### src/rtl/ifetch_unit.sv
// ifetch_unit -- instruction fetch front end.
//
// Owns the fetch-side PC. Issues word reads to instruction memory over a
// req/gnt + in-order rvalid bus, pairs each returned word with the address it
// was fetched from, buffers the pair in a small FIFO and presents it to decode
// over a valid/ready handshake. A redirect from execute flushes everything
// and restarts fetch at the new target. Responses that were already in flight
// at the time of the redirect are counted and discarded on arrival.
//
// Ports:
//   clk, rst_n           clock (posedge) and asynchronous active-low reset
//   i_redirect           flush and restart fetch at i_redirect_pc
//   i_redirect_pc        new fetch address
//   o_imem_req           read request valid
//   o_imem_addr          byte address of the requested word ([1:0] = 0)
//   i_imem_gnt           request accepted this cycle (when o_imem_req = 1)
//   i_imem_rvalid        read data valid (in order, >= 1 cycle after gnt)
//   i_imem_rdata         instruction word
//   o_if_valid           instruction available to decode
//   i_if_ready           decode accepts the presented instruction
//   o_if_pc, o_if_instr  PC and word of the presented instruction
//   o_if_misalign        (IFETCH_ALIGN_CHK_EN only) presented entry is a
//                        misaligned-redirect marker, not a fetched word
//
// Build option: define IFETCH_ALIGN_CHK_EN to trap misaligned redirect
// targets. Without it the low two target bits are ignored.

module ifetch_unit #(
  parameter logic [31:0] RESET_PC   = 32'h00400000,
  parameter int          FIFO_DEPTH = 2,
  parameter int          MAX_OUTST  = 2
) (
  input  logic        clk,
  input  logic        rst_n,
  input  logic        i_redirect,
  input  logic [31:0] i_redirect_pc,
  output logic        o_imem_req,
  output logic [31:0] o_imem_addr,
  input  logic        i_imem_gnt,
  input  logic        i_imem_rvalid,
  input  logic [31:0] i_imem_rdata,
  output logic        o_if_valid,
  input  logic        i_if_ready,
  output logic [31:0] o_if_pc,
  output logic [31:0] o_if_instr
`ifdef IFETCH_ALIGN_CHK_EN
  ,
  output logic        o_if_misalign
`endif
);

  localparam int AW = (FIFO_DEPTH > 1) ? $clog2(FIFO_DEPTH) : 1;
  localparam int CW = AW + 1;
  localparam int QW = (MAX_OUTST > 1) ? $clog2(MAX_OUTST) : 1;

  // Control state (reset)
  logic [31:0]   r_fetch_pc;
  logic [CW-1:0] r_outst;
  logic [CW-1:0] r_drop;
  logic [CW-1:0] r_count;
  logic [AW-1:0] r_wptr;
  logic [AW-1:0] r_rptr;
  logic [QW-1:0] r_pcq_wptr;
  logic [QW-1:0] r_pcq_rptr;
  logic          r_stall;

  // Datapath storage (not reset; qualified by the control state)
  logic [31:0]   r_fifo_pc    [FIFO_DEPTH];
  logic [31:0]   r_fifo_instr [FIFO_DEPTH];
  logic          r_fifo_mis   [FIFO_DEPTH];
  logic [31:0]   r_pcq        [MAX_OUTST];

  logic [31:0]   w_tgt_pc;
  logic          w_misalign;
  logic [CW:0]   w_inflight;
  logic          w_issue;
  logic          w_resp;
  logic          w_keep;
  logic          w_pop;
  logic          w_fifo_wr;
  logic [AW-1:0] w_wr_idx;
  logic [31:0]   w_wr_pc;
  logic [31:0]   w_wr_instr;
  logic          w_wr_mis;
  logic [QW-1:0] w_pcq_wnext;
  logic [QW-1:0] w_pcq_rnext;

`ifdef IFETCH_ALIGN_CHK_EN
  assign w_tgt_pc   = i_redirect_pc;
  assign w_misalign = |i_redirect_pc[1:0];
`else
  assign w_tgt_pc   = i_redirect_pc & 32'hFFFF_FFFC;
  assign w_misalign = 1'b0;
`endif

  // Every issued request already owns a FIFO slot, so a returning word can
  // never find the buffer full. Stale (to-be-dropped) requests still hold
  // their reservation until they come back.
  assign w_inflight = {1'b0, r_outst} + {1'b0, r_count};

  // rst_n gates the request so it is low for the whole reset interval.
  assign o_imem_req  = rst_n && !i_redirect && !r_stall &&
                       (w_inflight < (CW+1)'(FIFO_DEPTH)) &&
                       (r_outst < CW'(MAX_OUTST));
  assign o_imem_addr = r_fetch_pc;

  assign w_issue = o_imem_req && i_imem_gnt;
  // An rvalid with nothing outstanding is a protocol error and is ignored.
  assign w_resp  = i_imem_rvalid && (r_outst != '0);
  assign w_keep  = w_resp && (r_drop == '0);
  assign w_pop   = o_if_valid && i_if_ready;

  assign w_pcq_wnext = (r_pcq_wptr == QW'(MAX_OUTST - 1)) ? '0 : r_pcq_wptr + 1'b1;
  assign w_pcq_rnext = (r_pcq_rptr == QW'(MAX_OUTST - 1)) ? '0 : r_pcq_rptr + 1'b1;

  // FIFO write port: a kept response normally, or the misalign marker that a
  // misaligned redirect drops into the freshly flushed buffer at slot 0.
  always_comb begin
    w_fifo_wr  = w_keep && !i_redirect;
    w_wr_idx   = r_wptr;
    w_wr_pc    = r_pcq[r_pcq_rptr];
    w_wr_instr = i_imem_rdata;
    w_wr_mis   = 1'b0;
    if (i_redirect && w_misalign) begin
      w_fifo_wr  = 1'b1;
      w_wr_idx   = '0;
      w_wr_pc    = i_redirect_pc;
      w_wr_instr = 32'h0000_0000;
      w_wr_mis   = 1'b1;
    end
  end

  always_ff @(posedge clk or negedge rst_n) begin
    if (!rst_n) begin
      r_fetch_pc <= RESET_PC;
      r_outst    <= '0;
      r_drop     <= '0;
      r_count    <= '0;
      r_wptr     <= '0;
      r_rptr     <= '0;
      r_pcq_wptr <= '0;
      r_pcq_rptr <= '0;
      r_stall    <= 1'b0;
    end else if (i_redirect) begin
      // Everything still in flight becomes stale; a response arriving in
      // this very cycle is consumed here and needs no further drop.
      r_fetch_pc <= w_tgt_pc;
      r_outst    <= r_outst - CW'(w_resp);
      r_drop     <= r_outst - CW'(w_resp);
      r_pcq_wptr <= '0;
      r_pcq_rptr <= '0;
      r_rptr     <= '0;
      // A pop in this cycle is squashed together with the flush.
      if (w_misalign) begin
        r_wptr  <= AW'(1);
        r_count <= CW'(1);
        r_stall <= 1'b1;
      end else begin
        r_wptr  <= '0;
        r_count <= '0;
        r_stall <= 1'b0;
      end
    end else begin
      if (w_issue) begin
        r_fetch_pc <= r_fetch_pc + 32'd4;
        r_pcq_wptr <= w_pcq_wnext;
      end
      r_outst <= r_outst + CW'(w_issue) - CW'(w_resp);
      if (w_resp && (r_drop != '0)) begin
        r_drop <= r_drop - 1'b1;
      end
      if (w_keep) begin
        r_pcq_rptr <= w_pcq_rnext;
        r_wptr     <= r_wptr + 1'b1;
      end
      if (w_pop) begin
        r_rptr <= r_rptr + 1'b1;
      end
      r_count <= r_count + CW'(w_keep) - CW'(w_pop);
    end
  end

  always_ff @(posedge clk) begin
    if (w_issue) begin
      r_pcq[r_pcq_wptr] <= r_fetch_pc;
    end
    if (w_fifo_wr) begin
      r_fifo_pc[w_wr_idx]    <= w_wr_pc;
      r_fifo_instr[w_wr_idx] <= w_wr_instr;
      r_fifo_mis[w_wr_idx]   <= w_wr_mis;
    end
  end

  // Outputs read as zero while the buffer is empty.
  assign o_if_valid = (r_count != '0);
  assign o_if_pc    = o_if_valid ? r_fifo_pc[r_rptr]    : 32'h0000_0000;
  assign o_if_instr = o_if_valid ? r_fifo_instr[r_rptr] : 32'h0000_0000;
`ifdef IFETCH_ALIGN_CHK_EN
  assign o_if_misalign = o_if_valid && r_fifo_mis[r_rptr];
`else
  logic w_unused_mis;
  assign w_unused_mis = r_fifo_mis[r_rptr];
`endif

endmodule

### config.mk
export PLATFORM = sky130hd
export DESIGN_NAME = ifetch_unit
export DESIGN_NICKNAME = d
export VERILOG_FILES = /design/src/rtl/ifetch_unit.sv
export SDC_FILE = /design/constraint.sdc
export NUM_CORES = 1
export LEC_CHECK = 0
export CAP_MARGIN = 20
export CORE_UTILIZATION = 40
export CTS_CLUSTER_SIZE = 24
export DETAILED_ROUTE_END_ITERATION = 16
export PLACE_DENSITY = 0.74
export SETUP_SLACK_MARGIN = 0.3
export SYNTH_ARGS = -nofsm -noshare
export SYNTH_HDL_FRONTEND = slang
export SYNTH_SLANG_ARGS = --single-unit
export TNS_END_PERCENT = 50
### constraint.sdc
create_clock -name clk -period 12.14 [get_ports clk]
set_input_delay 2.428 -clock clk [delete_from_list [all_inputs] [get_ports clk]]
set_output_delay 2.428 -clock clk [all_outputs]
set_load 0.02 [all_outputs]
==> impl_metrics.py <==
metrics = {
    "drt": {
        "finalWirelength_mm": 20.5,
        "wl_met1_mm": 8.73,
        "routedWlPerCell_um": 18.4,
        "highest_layer": "met4",
        "routed_via_density": 5.21,
        "drc": 0,
        "dr.pass1.iters": 4,
        "wl_met2_mm": 9.97,
        "vias": 5805,
        "wl_met3_mm": 1.20,
        "ant_nets": 0,
        "drt-initial-drc-count": 335,
    },
    "timing": {
        "drv_slew": 0,
        "period_share_pct": 55.8,
        "whs_ns": 0.556,
        "final.setup.tns_ns": 0,
        "worstMarginPinSlew_ns": 0.881,
        "rsz0062_at_grt": "false",
        "fmax_mhz": 148,
        "finalHoldViolCount": 0,
        "clock_skew_ns": 0.0195,
        "setup_viol": 0,
        "period_needed_ns": 6.78,
        "slew_headroom_pct": 41.2,
    },
    "clocking": {
        "cts_buffers": 24,
        "cts_tree": "yes",
        "postCtsHoldBufs": 0,
        "postCtsSetupBuffers": 0,
        "clockRootBuffer": "clkbuf_16",
        "clkTransAtPathRegs_ns": 0.06,
        "cts.sinks": 224,
        "clk_latency_ns": 0.52,
        "htreeDepth": 1,
        "cts_buffer_depth": 3,
        "cts_resized": 0,
    },
    "finish": {
        "final_area_um2": 12000,
        "stdcell_count": 1114,
        "final_cell_mix": "edfxtp_1, clkdlybuf4s50_1, nor2_1, mux2i_1, dfrtp_1",
        "mostFrequentLayoutCell": "edfxtp_1",
        "area_delta_synth_final_pct": 29.5,
        "antenna_cells": 0,
        "nets": 890,
        "drive_gt1_share_pct": 11.5,
    },
    "critical_path": {
        "crit_buf_inv": 3,
        "worstPathCellList": "buf_2, buf_4, or4b_4, nor2_1, clkdlybuf4s50_1",
        "slowest_delay_ns": 0.63,
        "critPathMaxFanout": 42,
        "start_kind": "input port",
        "cp_top_family": "buffers and inverters",
        "cp.arrival_ns": 4.35,
        "crit_type": "input port to output port",
        "required_ns": 9.71,
        "slowest_stage": "clkdlybuf4s50_1",
        "worst_setup_path_end_kind": "output port",
    },
    "logic_synthesis": {
        "synthTopCellsByArea": "edfxtp_1, dfrtp_1, mux2i_1",
        "ys_seq_area_share_pct": 70.3,
        "ys_ff_latch": 224,
        "yosys_warnings": 0,
        "synth.largest_area_cell": "edfxtp_1",
        "synth_cell_types": 55,
        "synth_ff_type": "edfxtp_1",
        "netlist_instances": 641,
        "syn_area_um2": 9290,
        "avgSynthCellArea_um2": 14.5,
        "synth_edf_count": 184,
        "synth_top_area_share_pct": 59.5,
        "async_reset_ff_share_pct": 17.9,
    },
    "pwr": {
        "peakVddDrop_mv": 0.124,
        "finalPower_mw": 2.49,
        "leakage_nw": 4.13,
        "power_density_nw_per_um2": 207,
    },
    "grt": {
        "grt_antenna_before_repair": 0,
        "grtUsageTotal_pct": 17.2,
        "grt_pass1_wl_mm": 31.6,
        "grt_remaining_overflow": 0,
        "grt_max_degree": 64,
        "first_global_vias": 5799,
    },
    "place": {
        "port_buffers": 161,
        "dp.cells": 1071,
        "globalplace.congestion": 0.803,
        "place_hpwl_mm": 13.1,
        "dpl-instance-area_um2": 11200,
    },
    "job": {
        "maxCapViolations": 0,
    },
    "status": {
        "outcome": "completed",
    },
    "worst_hold_path": {
        "hold_class": "flip-flop to flip-flop",
    },
    "floorplanning": {
        "start_util_pct": 40.9,
        "coreArea_um2": 22700,
        "io_pins": 168,
        "die_h_um": 154,
        "fp-row-count": 55,
        "dieArea_um2": 23800,
        "die_width_um": 154,
    },
}
==> power by group <==
part	internal (mW)	total (mW)	switching, mW
registers	0.921	0.992	0.0708
clock network	0.428	0.716	0.288
logic	0.353	0.779	0.426
==> worst register-to-register path, stage by stage, from the launching register on <==
cell and delay, ns:
dfrtp_1 0.42, and2_1 0.19, fa_1 0.46, or4b_4 0.54
nor2_4 0.50, inv_2 0.36, nor2_2 0.77, buf_4 0.39
==> worst paths after layout <==
| path | startpoint | end | slack (ns) | depth (start not counted) |
|---|---|---|---|---|
| hold / removal | r_pcq[0][25] | r_fifo_pc[0][25] | 0.56 | 1 |
| setup / recovery | rst_n | o_imem_req | 5.36 | 5 |
| max in group asynchronous | rst_n | r_rptr | 9.70 | 2 |
| min in group asynchronous | rst_n | o_imem_addr[10] | 1.98 | 2 |
| setup reg to reg | r_count[0] | r_pcq[0][12] | 8.21 | 7 |
| hold reg to reg | r_pcq[0][25] | r_fifo_pc[0][25] | 0.56 | 1 |
==> cell usage after synthesis, types with 3 or more instances <==
cell type	n
nand2b_1	3
a21oi_1	7
buf_1	7
o21ai_0	16
clkbuf_1	18
dfrtp_1	39
nor3_1	9
or4_1	4
o211ai_1	10
or3_1	6
inv_1	13
o311ai_0	3
and3_1	6
nand2_1	36
and2_1	3
nor4_1	3
a22oi_1	4
a221o_1	4
nor2_1	83
edfxtp_1	184
nand3_1	20
ha_1	7
xnor2_1	6
mux2_2	31
xor2_1	7
nor2b_1	5
buf_4	4
nand4_1	8
mux2i_1	65
==> kinds of logic after synthesis <==
group,count (synthesis),synth area share [%]
multiplexers,96,10.8
AO/OA/AOI/OAI,55,4.04
other,1,0.0404
flip-flops,224,70.3
adder cells (fa/ha/maj),8,1.16
buffers and inverters,45,2.01
AND/OR/NAND/NOR,199,10.5
XOR/XNOR,13,1.23
==> through the flow <==
stage               setup WS (ns)  util (%)
floorplan                    4.18         -
global placement             5.34      49.5
detailed placement           5.34      49.5
CTS                          5.32      52.9
global route                 5.25      52.9
finish                       5.36      52.9
==> metal layers <==
| metal | vias up | GRT usage [%] |
|---|---|---|
| li1 | 2730 | - |
| met1 | 2850 | 22.1 |
| met2 | 188 | 29.0 |
| met3 | 37 | 3.14 |
| met4 | 0 | 6.60 |
| met5 | - | 0 |
==> registers in the layout, indices dropped and copies added (netlist names) <==
| register | flops |
|---|---|
| r_fifo_instr | 64 |
| r_fifo_pc | 60 |
| r_pcq | 60 |
| o_imem_addr | 30 |
| r_count | 2 |
| r_drop | 2 |
| r_outst | 2 |
| r_pcq_rptr | 1 |
| r_pcq_wptr | 1 |
| r_rptr | 1 |
| r_wptr | 1 |
==> area by class of cell <==
cell class	instances	area (µm²)
Clock buffer	35	713
Inverter	14	52.6
Sequential cell	224	6530
Fill cell	1914	10700
Clock inverter	8	75.1
Tap cell	285	357
Timing Repair Buffer	173	1690
Multi-Input combinational cell	375	2600
No activity file was read; power rests on OpenSTA's default activity.
